--- config.mk ---
export PLATFORM = sky130hd
export DESIGN_NAME = intercal_alu_host
export DESIGN_NICKNAME = d
export VERILOG_FILES = /design/src/rtl/intercal_alu_host.sv
export SDC_FILE = /design/constraint.sdc
export NUM_CORES = 1
export LEC_CHECK = 0
export ABC_AREA = 1
export CORE_MARGIN = 5
export CORE_UTILIZATION = 55
export CTS_CLUSTER_DIAMETER = 30
export DETAILED_ROUTE_END_ITERATION = 16
export PLACE_DENSITY = 0.81
export SLEW_MARGIN = 20
export SYNTH_ARGS = -nofsm -noshare
export SYNTH_HDL_FRONTEND = slang
export SYNTH_SLANG_ARGS = --single-unit
--- constraint.sdc ---
create_clock -name clk -period 3.1 [get_ports clk]
set_clock_uncertainty 0.2 [all_clocks]
set_input_delay 0.62 -clock clk [delete_from_list [all_inputs] [get_ports clk]]
set_output_delay 0.62 -clock clk [all_outputs]
set_load 0.005 [all_outputs]
--- src/rtl/intercal_alu_host.sv ---
// intercal_alu_host
// Host-side initiator for the byte-serial INTERCAL ALU tile. A request
// carries two 32-bit operands and a 4-bit opcode. Changed operand bytes are
// written to the tile one per cycle over ui/uio. The four result bytes are
// then read back through the tile's byte selector and returned as one word.
// Shadow copies of the tile's operand registers let unchanged bytes be
// skipped.
//
// Ports
//   clk, rst            shared clock with the tile; synchronous active-high reset
//   req_valid/ready     request handshake; req_a, req_b operands, req_op opcode
//   rsp_valid/ready     response handshake; rsp_f assembled 32-bit result
//   invalidate          forget shadow contents (tile was reset externally)
//   tile_ui             tile dedicated inputs (registered)
//   tile_uio_out/oe     tile bidirectional pins, host write data and enable (registered)
//   tile_uo             tile result byte, selected by tile_ui[1:0]
//
// Parameter
//   READ_WAIT           extra cycles the selector is held before tile_uo is sampled
module intercal_alu_host #(
    parameter int READ_WAIT = 1
) (
    input  logic        clk,
    input  logic        rst,
    input  logic        req_valid,
    output logic        req_ready,
    input  logic [31:0] req_a,
    input  logic [31:0] req_b,
    input  logic [3:0]  req_op,
    output logic        rsp_valid,
    input  logic        rsp_ready,
    output logic [31:0] rsp_f,
    input  logic        invalidate,
    output logic [7:0]  tile_ui,
    output logic [7:0]  tile_uio_out,
    output logic [7:0]  tile_uio_oe,
    input  logic [7:0]  tile_uo
);

    typedef enum logic [1:0] {IDLE, WRITE, READ, DONE} state_t;

    // Number of cycles each selector value is driven before its byte is sampled.
    localparam int            HOLD   = READ_WAIT + 1;
    localparam int            CW     = (HOLD < 2) ? 1 : $clog2(HOLD + 1);
    localparam logic [CW-1:0] HOLD_C = CW'(HOLD);

    state_t            state_q, state_d;
    logic [63:0]       opnd_q, opnd_d;        // {B, A}; byte i = write index i
    logic [3:0]        op_q, op_d;
    logic [7:0]        mask_q, mask_d;        // bytes still to be written
    logic [7:0][7:0]   shadow_q, shadow_d;    // what the tile holds
    logic              shadow_valid_q, shadow_valid_d;
    logic              inval_pend_q, inval_pend_d;
    logic [1:0]        sel_q, sel_d;
    logic [CW-1:0]     cnt_q, cnt_d;
    logic              rsp_valid_q, rsp_valid_d;
    logic [31:0]       rsp_f_q, rsp_f_d;
    logic [7:0]        ui_q, ui_d;
    logic [7:0]        uio_q, uio_d;
    logic [7:0]        oe_q, oe_d;

    logic [63:0]       req_opnd;
    logic              accept;
    logic              sv_eff;
    logic [7:0]        new_mask;
    logic [2:0]        wr_idx;
    logic [7:0]        mask_clr;
    logic              rd_last;

    assign req_opnd  = {req_b, req_a};
    assign req_ready = !rst && (state_q == IDLE) && !rsp_valid_q;
    assign accept    = req_valid && req_ready;

    // An invalidate coincident with the accept must already force a full rewrite.
    assign sv_eff = shadow_valid_q && !invalidate;

    always_comb begin
        for (int i = 0; i < 8; i++) begin
            new_mask[i] = !sv_eff || (req_opnd[8*i +: 8] != shadow_q[i]);
        end
    end

    // Lowest set bit of the pending mask: scanning downward leaves the lowest.
    always_comb begin
        wr_idx = 3'd0;
        for (int i = 7; i >= 0; i--) begin
            if (mask_q[i]) wr_idx = 3'(i);
        end
    end

    assign mask_clr = mask_q & ~(8'b1 << wr_idx);
    assign rd_last  = (cnt_q == HOLD_C);

    // State register
    always_ff @(posedge clk) begin
        if (rst) state_q <= IDLE;
        else     state_q <= state_d;
    end

    // Next-state logic
    always_comb begin
        state_d = state_q;
        case (state_q)
            IDLE:    if (accept) state_d = (new_mask != 8'd0) ? WRITE : READ;
            WRITE:   if (mask_clr == 8'd0) state_d = READ;
            READ:    if (rd_last && (sel_q == 2'd3)) state_d = DONE;
            DONE:    if (rsp_ready) state_d = IDLE;
            default: state_d = IDLE;
        endcase
    end

    // Datapath and registered-output next values
    always_comb begin
        opnd_d         = opnd_q;
        op_d           = op_q;
        mask_d         = mask_q;
        shadow_d       = shadow_q;
        shadow_valid_d = shadow_valid_q;
        inval_pend_d   = inval_pend_q;
        sel_d          = sel_q;
        cnt_d          = cnt_q;
        rsp_valid_d    = rsp_valid_q;
        rsp_f_d        = rsp_f_q;
        ui_d           = ui_q;
        uio_d          = uio_q;
        oe_d           = oe_q;
        case (state_q)
            IDLE: begin
                if (invalidate) shadow_valid_d = 1'b0;
                if (accept) begin
                    opnd_d = req_opnd;
                    op_d   = req_op;
                    mask_d = new_mask;
                    sel_d  = 2'd0;
                    cnt_d  = '0;
                    // Going straight to READ: park the pins on selector 0
                    // with the new opcode (a non-write pattern).
                    if (new_mask == 8'd0) begin
                        ui_d  = {2'b11, req_op, 2'b00};
                        uio_d = 8'h00;
                        oe_d  = 8'h00;
                    end
                end
            end
            WRITE: begin
                ui_d             = {2'b01, 3'b000, wr_idx};
                uio_d            = opnd_q[8*wr_idx +: 8];
                oe_d             = 8'hFF;
                shadow_d[wr_idx] = opnd_q[8*wr_idx +: 8];
                mask_d           = mask_clr;
                if (mask_clr == 8'd0) shadow_valid_d = 1'b1;
                if (invalidate) inval_pend_d = 1'b1;
            end
            READ: begin
                if (invalidate) inval_pend_d = 1'b1;
                ui_d  = {2'b11, op_q, sel_q};
                uio_d = 8'h00;
                oe_d  = 8'h00;
                if (rd_last) begin
                    rsp_f_d[8*sel_q +: 8] = tile_uo;
                    // The next selector goes out on the sampling edge, so its
                    // first hold cycle is already counted.
                    cnt_d = CW'(1);
                    if (sel_q == 2'd3) begin
                        rsp_valid_d = 1'b1;
                    end else begin
                        sel_d = sel_q + 2'd1;
                        ui_d  = {2'b11, op_q, sel_q + 2'd1};
                    end
                end else begin
                    cnt_d = cnt_q + 1'b1;
                end
            end
            DONE: begin
                if (rsp_ready) begin
                    rsp_valid_d  = 1'b0;
                    // A deferred invalidate takes effect only once the result is gone.
                    if (inval_pend_q || invalidate) shadow_valid_d = 1'b0;
                    inval_pend_d = 1'b0;
                end else if (invalidate) begin
                    inval_pend_d = 1'b1;
                end
            end
            default: ;
        endcase
    end

    always_ff @(posedge clk) begin
        if (rst) begin
            opnd_q         <= '0;
            op_q           <= '0;
            mask_q         <= '0;
            shadow_q       <= '0;
            shadow_valid_q <= 1'b0;
            inval_pend_q   <= 1'b0;
            sel_q          <= '0;
            cnt_q          <= '0;
            rsp_valid_q    <= 1'b0;
            rsp_f_q        <= '0;
            ui_q           <= 8'hC0;
            uio_q          <= 8'h00;
            oe_q           <= 8'h00;
        end else begin
            opnd_q         <= opnd_d;
            op_q           <= op_d;
            mask_q         <= mask_d;
            shadow_q       <= shadow_d;
            shadow_valid_q <= shadow_valid_d;
            inval_pend_q   <= inval_pend_d;
            sel_q          <= sel_d;
            cnt_q          <= cnt_d;
            rsp_valid_q    <= rsp_valid_d;
            rsp_f_q        <= rsp_f_d;
            ui_q           <= ui_d;
            uio_q          <= uio_d;
            oe_q           <= oe_d;
        end
    end

    assign rsp_valid    = rsp_valid_q;
    assign rsp_f        = rsp_f_q;
    assign tile_ui      = ui_q;
    assign tile_uio_out = uio_q;
    assign tile_uio_oe  = oe_q;

endmodule
==> results of run 1 <==
[cell families after synthesis]
group | count (synthesis) | share of synthesized area (%)
buf+inv | 219 | 9.62
xor+xnor | 18 | 1.63
other cells | 1 | 0.0389
simple gates | 464 | 22.5
flops | 197 | 40.9
fa+ha+maj | 12 | 1.56
compound gates | 395 | 23.8
[worst reg2reg max path, cell delays in order (launching register included)]
cell and delay (ps):
dfxtp_1 350, inv_1 150, ha_1 270, inv_2 100, nor3_2 160, nand2_2 130, inv_2 70, nor2_1 80
nor2_1 240, nand2_4 220, nor2_8 220, nand3_1 110, a21oi_1 140
[cell usage after synthesis (all sizes together), types with 12 or more instances]
master and number:
a21oi 205, buf 24, clkbuf 43, dfxtp 197
ha 12, inv 152, nand2 258, nand3 33
nor2 122, nor3 29, o211ai 15, o21ai 163
xnor2 15
[sequential cells by signal, indices dropped and copies added, names as in the netlist]
register        cells
tile_ui             7
tile_uio_oe         1
op_q                4
rsp_valid           1
state_q             2
rsp_f              32
inval_pend_q        1
sel_q               2
mask_q              8
shadow_q           64
cnt_q               2
shadow_valid_q      1
opnd_q             64
tile_uio_out        8
[final cells by class]
cell class	instances	area (um2)	area share, %
Multi-Input combinational cell	890	4780	40.9
Sequential cell	197	3940	33.8
Timing Repair Buffer	148	1450	12.4
Inverter	152	583	4.99
Clock buffer	21	470	4.03
Tap cell	225	282	2.41
Clock inverter	11	173	1.48
[stage by stage]
stage	hold slack, ps	setup WS, ps	utilization, %	power [uW]
floorplan	225	823	-	6830
global placement	234	57.7	64.0	8120
detailed placement	242	-42.9	64.0	8190
CTS	252	283	67.8	10600
global route	274	97.3	67.8	11300
finish	251	263	67.8	10700
[report_power, final]
| part | switching (uW) | leakage (uW) | total (uW) | internal (uW) |
|---|---|---|---|---|
| Combinational | 3600 | 0.00258 | 5040 | 1440 |
| Sequential | 277 | 0.00160 | 3230 | 2960 |
| Clock | 984 | 0.000302 | 2400 | 1420 |
| Total | 4860 | 0.00448 | 10700 | 5810 |
[worst paths after layout]
| kind | startpoint | to |
|---|---|---|
| worst max register to register | state_q[0] | tile_uio_out[5] |
| worst min register to register | op_q[2] | op_q[2] |
| worst min-delay path | op_q[2] | op_q[2] |
| worst max-delay path | invalidate | tile_uio_out[5] |
[per-layer routing]
| metal | share of wire [%] | GRT usage, % |
|---|---|---|
| met4 | 3.8 | 11.4 |
| met1 | 41 | 34.3 |
| met3 | 8.9 | 6.22 |
| met2 | 46 | 41.7 |
| met5 | 0 | 0 |
==> summary.txt, run 1 <==
Routing
  • Vias post-DR: 9,058
  • DRT Wirelength: 26,800 um
  • DRT antenna net count: 0
  • DRC viols: 0
  • Wire per inst: around 16 um
  • Violation count after the first detailed-route iteration: 920
  • Avg Vias per Cell: 5.51
  • Pre-antenna DRT Iters: 8

Final layout
  • Most common cell after layout, fill and taps aside: nand2_1
  • Nets@finish: 1,499
  • Post-route cell area: approximately 12,000 um2
  • Finished Layout Cells: 1,644
  • Fillers: 1,460
  • Diode count: 0
  • Syn-to-layout area delta: 21.1%
  • Share of layout cells above drive strength 1: 10.8%
  • Most frequent cells in the layout: 237 x nand2_1, 197 x dfxtp_1, 157 x a21oi_1, 153 x o21ai_0, 143 x inv_1

Synth
  • Synth area leaders: dfxtp_1 41%, nand2_1 9.3%, a21oi_1 8.1%, o21ai_0 7.9%, inv_1 5.6%
  • Synth Cell Area: 9650 um2
  • Seq cells post-synth: slightly below 200
  • Seq/Total Area, Yosys: approximately 41%
  • Post-synth top area share: 40.9%
  • Yosys top cell by area: dfxtp_1
  • EDFF count, synth: 0
  • Syn avg cell area: 7.39 um2
  • Post-synth cell types: 48
  • Post-synthesis async set-or-reset flop share: 0%
  • Ys Warns: 0
  • Syn Inst Count: 1,306
  • Mapped Nets: 1,399
  • Top_reg_cell synth: dfxtp_1

Timing
  • Final Cycle Share: 91.5%
  • Worst-Margin Slew: 823 ps
  • Fmax achieved: 0.353 GHz
  • Final setup vio count: 0
  • Final Hold Fails: 0
  • Slew Viols, Final: 0
  • Tmin final: 2840 ps
  • Setup_tns: 0 ps
  • RSZ-0062 raised after global routing: false
  • Max transition margin: between 40% and 50%

Global routing
  • Largest net degree at the start of global routing: 75
  • Vias in the first global route: 8,363
  • Total congestion overflow: 0
  • Initial antenna violation count: 0
  • GRT Overall Usage: 26.3%
  • First-pass GRT wire length: 42,700 um

Critical path
  • Crit end category: register
  • Critical path buffer and inverter count: 1
  • Worst endpoint data arrival time: 3000 ps
  • Worst-path cell chain: clkdlybuf4s50_1 -> nor2_2 -> nand2_1 -> nor2_1 -> nand3_1 -> nor2_1 -> nand2_1 -> nor2_1 -> nand2_1 -> nand2_1 -> nand2_4 -> nor2_8 -> nand3_1 -> a21oi_1
  • Largest fanout on the critical path: 19
  • CP max stage delay: 500 ps
  • WP depth: 14
  • Reg-to-reg slack, setup: approximately 600 ps
  • CP Class: in2reg
  • Slowest CP cell: clkdlybuf4s50_1
  • Worst R2R Path Depth: 12
  • CP required: 3260 ps
  • Top cell by count, worst path: nand2_1
  • Cell family with most CP delay: simple AND/OR/NAND/NOR gates
  • Kind of start point of the critical path: input pin

Place
  • Global placement routability congestion: ~0.89
  • Port buffer count: 137
  • Hpwl dp: 19,100 um
  • Placed instance area: 11,000 um2
  • Placed insts: 1,612

CTS
  • CTS tree: yes
  • CTS Buffer Depth: 2
  • Clock Pin Slew Worst Setup and Hold Paths: 70 ps
  • Post-CTS Repair Setup Buffers: 0
  • Clock Sinks: 197
  • Root Buffer: clkbuf_16
  • Insertion delay to the later sink of the worst-skew pair: roughly 440 ps
  • Hold Buf Count CTS: 0
  • Htree depth: 4
  • Post-CTS Resized: 0
  • Inserted Clock Buffers: 17

Die
  • Core Box Area: approximately 17,000 um2
  • I/O pin count: 139
  • Row count: 48
  • Area of the die: slightly above 20,000 um2
  • Height of the die: roughly 140 um
  • Initial Util: 56.0%
  • Chip Width: 142 um

Hold path
  • Hold WC Path Type: reg2reg
  • Cells on Worst Hold Path: 2

Power
  • Maximum VDD drop: 0.000660 V
  • Power density over the cells: just over 900 nW/um2
  • Leak: 0.00448 uW

Outcome
  • Status: completed

Job
  • Max cap viols: 0
Power figures use the tool's default switching activity.
==> run 2: changes to the inputs <==
--- a/config.mk
+++ b/config.mk
@@ -7,10 +7,11 @@
 export LEC_CHECK = 0
 export ABC_AREA = 1
 export CORE_MARGIN = 5
-export CORE_UTILIZATION = 55
+export CORE_UTILIZATION = 50
 export CTS_CLUSTER_DIAMETER = 30
 export DETAILED_ROUTE_END_ITERATION = 16
-export PLACE_DENSITY = 0.81
+export GPL_TIMING_DRIVEN = 0
+export PLACE_DENSITY = 0.77
 export SLEW_MARGIN = 20
 export SYNTH_ARGS = -nofsm -noshare
 export SYNTH_HDL_FRONTEND = slang
==> constraint.sdc (replaced) <==
create_clock -name clk -period 2.3 [get_ports clk]
set_clock_uncertainty 0.2 [all_clocks]
set_input_delay 0.46 -clock clk [delete_from_list [all_inputs] [get_ports clk]]
set_output_delay 0.46 -clock clk [all_outputs]
set_load 0.005 [all_outputs]
==> summary.txt, run 2 (synthesized netlist as in run 1, its figures left out) <==
Place
  • Placed instance area: 11,300 um2 (was 11,000 um2)
  • Placed insts: 1,703 (was 1,612)
  • Port buffer count: 137 (unchanged)
  • Hpwl dp: 21,900 um (was 19,100 um)
  • Global placement routability congestion: 0.995 (was 0.893)

CTS
  • CTS Buffer Depth: 2 (unchanged)
  • CTS tree: yes (unchanged)
  • Clock Pin Slew Worst Setup and Hold Paths: 70 ps (about the same)
  • Insertion delay to the later sink of the worst-skew pair: 440 ps (about the same)
  • Clock Sinks: 197 (unchanged)
  • Inserted Clock Buffers: 17 (unchanged)
  • Root Buffer: clkbuf_16 (unchanged)
  • Htree depth: 4 (unchanged)

Final layout
  • Nets@finish: 1,577 (was 1,499)
  • Area of the multi-input gates: 5170 um2 (was 4780 um2)
  • Share of layout cells above drive strength 1: 18.2% (was 10.8%)
  • Finished Layout Cells: 1,756 (was 1,644)
  • Diode count: 0 (unchanged)
  • Fillers: 1,574 (was 1,460)
  • Post-route cell area: 12,700 um2 (was 11,700 um2)
  • Storage cell area: 3950 um2 (was 3940 um2)
  • Most frequent cells in the layout: 233 x nand2_1, 191 x dfxtp_1, 142 x o21ai_0, 141 x a21oi_1, 134 x inv_1 (was 237 x nand2_1, 197 x dfxtp_1, 157 x a21oi_1, 153 x o21ai_0, 143 x inv_1)
  • Syn-to-layout area delta: 31.3% (was 21.1%)
  • Post-layout util: 67.3% (was 67.8%)
  • Most common cell after layout, fill and taps aside: nand2_1 (unchanged)

Outcome
  • Failing checks: setup timing
  • Status: complete, but fails checks (was completed)

Critical path
  • CP required: 2460 ps (was 3260 ps)
  • Worst R2R Path Depth: 14 (was 12)
  • Worst endpoint data arrival time: 2590 ps (was 3000 ps)
  • Crit end category: register (unchanged)
  • Reg-to-Reg Start: shadow_valid_q (was state_q[0])
  • Kind of start point of the critical path: input pin (unchanged)
  • Critical R2R Capture: tile_uio_oe[6] (was tile_uio_out[5])
  • Reg-to-reg slack, setup: -40 ps (was 600 ps)
  • CP Class: in2reg (unchanged)
  • Largest fanout on the critical path: 5 (was 19)

Hold path
  • Cells on Worst Hold Path: 3 (was 2)
  • Hold WC Path Type: in2reg (was reg2reg)
  • WHS Endpoint: opnd_q[4] (was op_q[2])
  • Hold path startpoint: req_a[4] (was op_q[2])

Die
  • Core Box Area: 18,800 um2 (was 17,200 um2)
  • I/O pin count: 139 (unchanged)
  • Initial Util: 51.2% (was 56.0%)
  • Area of the die: 22,200 um2 (was 20,300 um2)
  • Chip Width: 149 um (was 142 um)
  • Height of the die: 149 um (was 142 um)
  • Row count: 50 (was 48)

Routing
  • DRT antenna net count: 0 (unchanged)
  • Wire per inst: 17.5 um (was 16.3 um)
  • Pre-antenna DRT Iters: 5 (was 8)
  • Vias post-DR: 9,706 (was 9,058)
  • DRC viols: 0 (unchanged)
  • DRT Wirelength: 30,800 um (was 26,800 um)
  • Violation count after the first detailed-route iteration: 956 (was 920)
  • Avg Vias per Cell: 5.53 (was 5.51)

Timing
  • Fmax achieved: 0.412 GHz
  • Tmin final: around 2400 ps
  • Final setup vio count: 15 (was 0)
  • Worst Slack Setup Final: -127 ps (was 263 ps)
  • Setup_tns: -1080 ps (was 0 ps)
  • Final Cycle Share: 106%
  • Slew Viols, Final: 0 (unchanged)
  • Max transition margin: 54.4% (was 45.1%)
  • RSZ-0062 raised after global routing: true (was false)
  • Worst-Margin Slew: 683 ps (was 823 ps)
  • Final Hold Fails: 0 (unchanged)

Power
  • Combinational power share: 53.1% (was 47.2%)
  • Maximum VDD drop: 0.00109 V (was 0.000660 V)
  • Internal Pwr Total: 8870 uW (was 5810 uW)
  • Net Switching: 7490 uW (was 4860 uW)
  • Reg power frac: 26.7% (was 30.3%)
  • Clock Power Share: 20.2% (was 22.5%)
  • Leak: 0.00483 uW (was 0.00448 uW)
  • Power density over the cells: 1290 nW/um2 (was 914 nW/um2)
  • Total Power: 16,400 uW (was 10,700 uW)
  • Switch share: 45.8% (was 45.6%)

Global routing
  • GRT Overall Usage: 26.6% (was 26.3%)
  • Total congestion overflow: 0 (unchanged)
  • Largest net degree at the start of global routing: 17 (was 75)
  • Initial antenna violation count: 0 (unchanged)
  • First-pass GRT wire length: 46,500 um (was 42,700 um)
  • Vias in the first global route: 8,815 (was 8,363)

Job
  • Max cap viols: 0 (unchanged)
## run 2: critical path, cell delays in order
cell	delay, ps
clkdlybuf4s50_1	510
inv_2	70
nand2_1	60
nand2_1	50
nor2_1	80
nand3_1	100
nor2_2	220
nand2_1	90
nor2_2	160
nand2_2	120
nand2_4	110
nand2_8	90
nor2_4	180
buf_4	160
inv_2	30
a21oi_2	90
## run 2: area by class of cell
type,instances,area share (%)
clock buffer,20,3.53
clock inverter,11,1.57
sequential,197,31.2
timing repair buffer,159,12.2
buffer,66,3.37
multi-input combinational,891,40.8
tap,260,2.57
inverter,152,4.76
## run 2: routing by layer
layer	share of wire [%]	GRT usage, %	vias up
li1	-	-	4636
met3	8.3	4.86	105
met1	41	35.1	4514
met5	0	0	-
met2	46	43.6	451
met4	4.2	9.98	0
## run 2: how the worst max path moves through the flow
stage / from / endpoint / cells past startpoint
4_1_cts: req_b[8] / tile_uio_out[7] / 15
3_3_place_gp: invalidate / tile_uio_out[7] / 14
6_report: req_b[8] / tile_uio_oe[6] / 16
3_5_place_dp: invalidate / tile_uio_out[7] / 14
2_1_floorplan: sel_q[0] / rsp_f[27] / 7
5_1_grt: req_b[23] / tile_ui[0] / 14
## run 2: timing repair
item / in CTS / in global routing
setup endpoints to repair: 140 / 187
pin swaps: 7 / 37
gates cloned: 1 / 1
endpoints found under the hold margin: 0 / 0
hold buffers: 0 / 0
gates resized for setup: 59 / 118
setup buffers: 5 / 16
## run 2: through the flow
| step | setup WS [ps] | hold slack [ps] |
|---|---|---|
| floorplan | 23.1 | 225 |
| global placement | -995 | 237 |
| detailed placement | -1030 | 243 |
| CTS | -41.0 | 253 |
| global route | -205 | 172 |
| finish | -127 | 150 |
## run 2: power by group through the flow
stage	clock network, uW	logic (uW)	registers [uW]
finish	3300	8700	4360
floorplan	0	4890	4320
detailed placement	0	6940	4400
global placement	0	6850	4380
CTS	3300	7340	4340
global route	3480	9160	4420
==> run 3: changes to the inputs <==
--- a/config.mk
+++ b/config.mk
@@ -6,7 +6,6 @@
 export NUM_CORES = 1
 export LEC_CHECK = 0
 export ABC_AREA = 1
-export CORE_MARGIN = 5
 export CORE_UTILIZATION = 50
 export CTS_CLUSTER_DIAMETER = 30
 export DETAILED_ROUTE_END_ITERATION = 16
==> summary.txt, run 3 (synthesized netlist as in run 1, its figures left out) <==
Outcome
  • Status: complete, but fails checks (unchanged)
  • Failing checks: setup timing (unchanged)

Final layout
  • Syn-to-layout area delta: 32.5% (was 31.3%)
  • Most common cell after layout, fill and taps aside: nand2_1 (unchanged)
  • Most frequent cells in the layout: 228 x nand2_1, 189 x dfxtp_1, 147 x o21ai_0, 137 x a21oi_1, 132 x inv_1 (was 233 x nand2_1, 191 x dfxtp_1, 142 x o21ai_0, 141 x a21oi_1, 134 x inv_1)
  • Share of layout cells above drive strength 1: 19.6% (was 18.2%)
  • Nets@finish: 1,590 (was 1,577)

Critical path
  • CP max stage delay: 300 ps (was 510 ps)
  • Reg-to-Reg Start: shadow_valid_q (unchanged)
  • CP Class: in2reg (unchanged)
  • Worst endpoint data arrival time: 2580 ps (was 2590 ps)
  • CP required: 2460 ps (about the same)
  • Crit end category: register (unchanged)
  • Worst R2R Path Depth: 15 (was 14)
  • Top cell by count, worst path: nand2_2 (was nand2_1)
  • Crit path launch: invalidate (was req_b[8])
  • Worst-path cell chain: dlygate4sd2_1 -> inv_2 -> nand2_4 -> nor2_2 -> nand3_1 -> nor2_4 -> nand2_2 -> nor2_4 -> nand2_2 -> nand2_2 -> nand2_4 -> nor2_8 -> buf_12 -> nand3_4 -> a21oi_2 (was clkdlybuf4s50_1 -> inv_2 -> nand2_1 -> nand2_1 -> nor2_1 -> nand3_1 -> nor2_2 -> nand2_1 -> nor2_2 -> nand2_2 -> nand2_4 -> nand2_8 -> nor2_4 -> buf_4 -> inv_2 -> a21oi_2)
  • Kind of start point of the critical path: input pin (unchanged)
  • Critical path buffer and inverter count: 3 (was 4)
  • Cell family with most CP delay: simple AND/OR/NAND/NOR gates (unchanged)
  • WP depth: 15 (was 16)
  • Largest fanout on the critical path: 7 (was 5)
  • Slowest CP cell: dlygate4sd2_1 (was clkdlybuf4s50_1)

Routing
  • Wire per inst: 17.1 um (was 17.5 um)
  • DRT antenna net count: 0 (unchanged)
  • Pre-antenna DRT Iters: 5 (unchanged)
  • Avg Vias per Cell: 5.49 (was 5.53)
  • Violation count after the first detailed-route iteration: 981 (was 956)
  • DRC viols: 0 (unchanged)
  • DRT Wirelength: 30,400 um (was 30,800 um)
  • Vias post-DR: 9,731 (was 9,706)

Timing
  • Final Hold Fails: 0 (unchanged)
  • Worst-Margin Slew: 762 ps (was 683 ps)
  • Worst Slack Setup Final: -123 ps (was -127 ps)
  • Slew Viols, Final: 0 (unchanged)
  • Tmin final: 2420 ps (was 2430 ps)
  • Final setup vio count: 9 (was 15)
  • WHS: 142 ps (was 150 ps)
  • Max transition margin: 49.2% (was 54.4%)
  • Final Cycle Share: 105% (was 106%)
  • Fmax achieved: 0.413 GHz (was 0.412 GHz)
  • RSZ-0062 raised after global routing: true (unchanged)

Die
  • Row count: 50 (unchanged)
  • I/O pin count: 139 (unchanged)
  • Chip Width: 141 um (was 149 um)
  • Core Box Area: 18,800 um2 (unchanged)
  • Height of the die: 141 um (was 149 um)
  • Area of the die: 19,900 um2 (was 22,200 um2)
  • Initial Util: 51.2% (unchanged)

Power
  • Net Switching: 7540 uW (was 7490 uW)
  • Leak: 0.00502 uW (was 0.00483 uW)
  • Maximum VDD drop: 0.000779 V (was 0.00109 V)
  • Combinational power share: 53.9% (was 53.1%)
  • Internal Pwr Total: 8580 uW (was 8870 uW)
  • Switch share: 46.8% (was 45.8%)
  • Power density over the cells: 1260 nW/um2 (was 1290 nW/um2)
  • Reg power frac: 27.1% (was 26.7%)
  • Total Power: 16,100 uW (was 16,400 uW)
  • Clock Power Share: 18.9% (was 20.2%)

Hold path
  • Hold WC Path Type: in2reg (unchanged)
  • Cells on Worst Hold Path: 3 (unchanged)
  • Hold path startpoint: req_b[3] (was req_a[4])

Global routing
  • Initial antenna violation count: 1 (was 0)
  • Total congestion overflow: 0 (unchanged)
  • First-pass GRT wire length: 45,800 um (was 46,500 um)
  • Vias in the first global route: 8,947 (was 8,815)
  • GRT Overall Usage: 30.0% (was 26.6%)
  • Largest net degree at the start of global routing: 19 (was 17)

CTS
  • Inserted Clock Buffers: 17 (unchanged)
  • CTS Buffer Depth: 2 (unchanged)
  • Insertion delay to the later sink of the worst-skew pair: 440 ps (about the same)
  • Htree depth: 4 (unchanged)
  • Root Buffer: clkbuf_16 (unchanged)
  • Clock Pin Slew Worst Setup and Hold Paths: 80 ps (was 70 ps)
  • Hold Buf Count CTS: 0 (unchanged)
  • CTS tree: yes (unchanged)
  • Clock Sinks: 197 (unchanged)

Place
  • Global placement routability congestion: 0.918 (was 0.995)
  • Worst slack at placement: -1080 ps (was -1030 ps)
  • Port buffer count: 137 (unchanged)
  • Hpwl dp: 21,100 um (was 21,900 um)

Job
  • Max cap viols: 0 (unchanged)
-- run 3: repair_timing --
item | in CTS | in global routing
resized for setup | 65 | 128
gates cloned | 0 | 2
buffers inserted | 7 | 29
pin swaps | 20 | 52
endpoints found under the setup margin | 135 | 179
-- run 3: final timing paths --
path | end | slack [ps]
hold / removal | opnd_q[35] | 140
setup / recovery | tile_uio_out[7] | -120
hold reg to reg | op_q[1] | 250
setup reg to reg | tile_uio_out[7] | -110
-- run 3: power groups by stage --
stage	combinational (uW)	sequential (uW)	clock, uW
2_1_floorplan	4890	4320	0
3_3_place_gp	6850	4380	0
3_5_place_dp	6950	4400	0
4_1_cts	7210	4340	3060
5_1_grt	9200	4430	3190
6_report	8690	4370	3050
-- run 3: metrics by stage --
step	utilization, %	setup TNS (ps)	cell area (um2)	std cells
floorplan	-	0	9650	1306
global placement	60.3	-69460	11300	1703
detailed placement	60.3	-75130	11300	1703
CTS	64.5	-687	12100	1742
global route	67.9	-3700	12800	1770
finish	67.9	-753	12800	1771
-- run 3: worst register-to-register path: cells and delay by family (launching register included) --
kind                   cells  cell delay, ps
and+or+nand+nor           12            1440
DFF                        1             360
buffers and inverters      2             210
AOI/OAI and AO/OA          1             130
-- run 3: layer usage --
layer	global-route usage, %	up-vias	wire [um]
met4	14.6	0	1360
met1	36.8	4454	12100
met5	0	-	0
met2	49.9	509	14300
li1	-	4658	-
met3	6.56	110	2550
-- run 3: final cells by class --
cell class              instances  area (um2)
fillers                      1535        6040
inverters                     152         599
clock inverters                13         141
clock buffers                  19         453
flip-flops and latches        197        3950
multi-input cells             890        5150
well taps                     260         325
repair buffers                175        1760
plain buffers                  64         400
diodes                          1        2.50
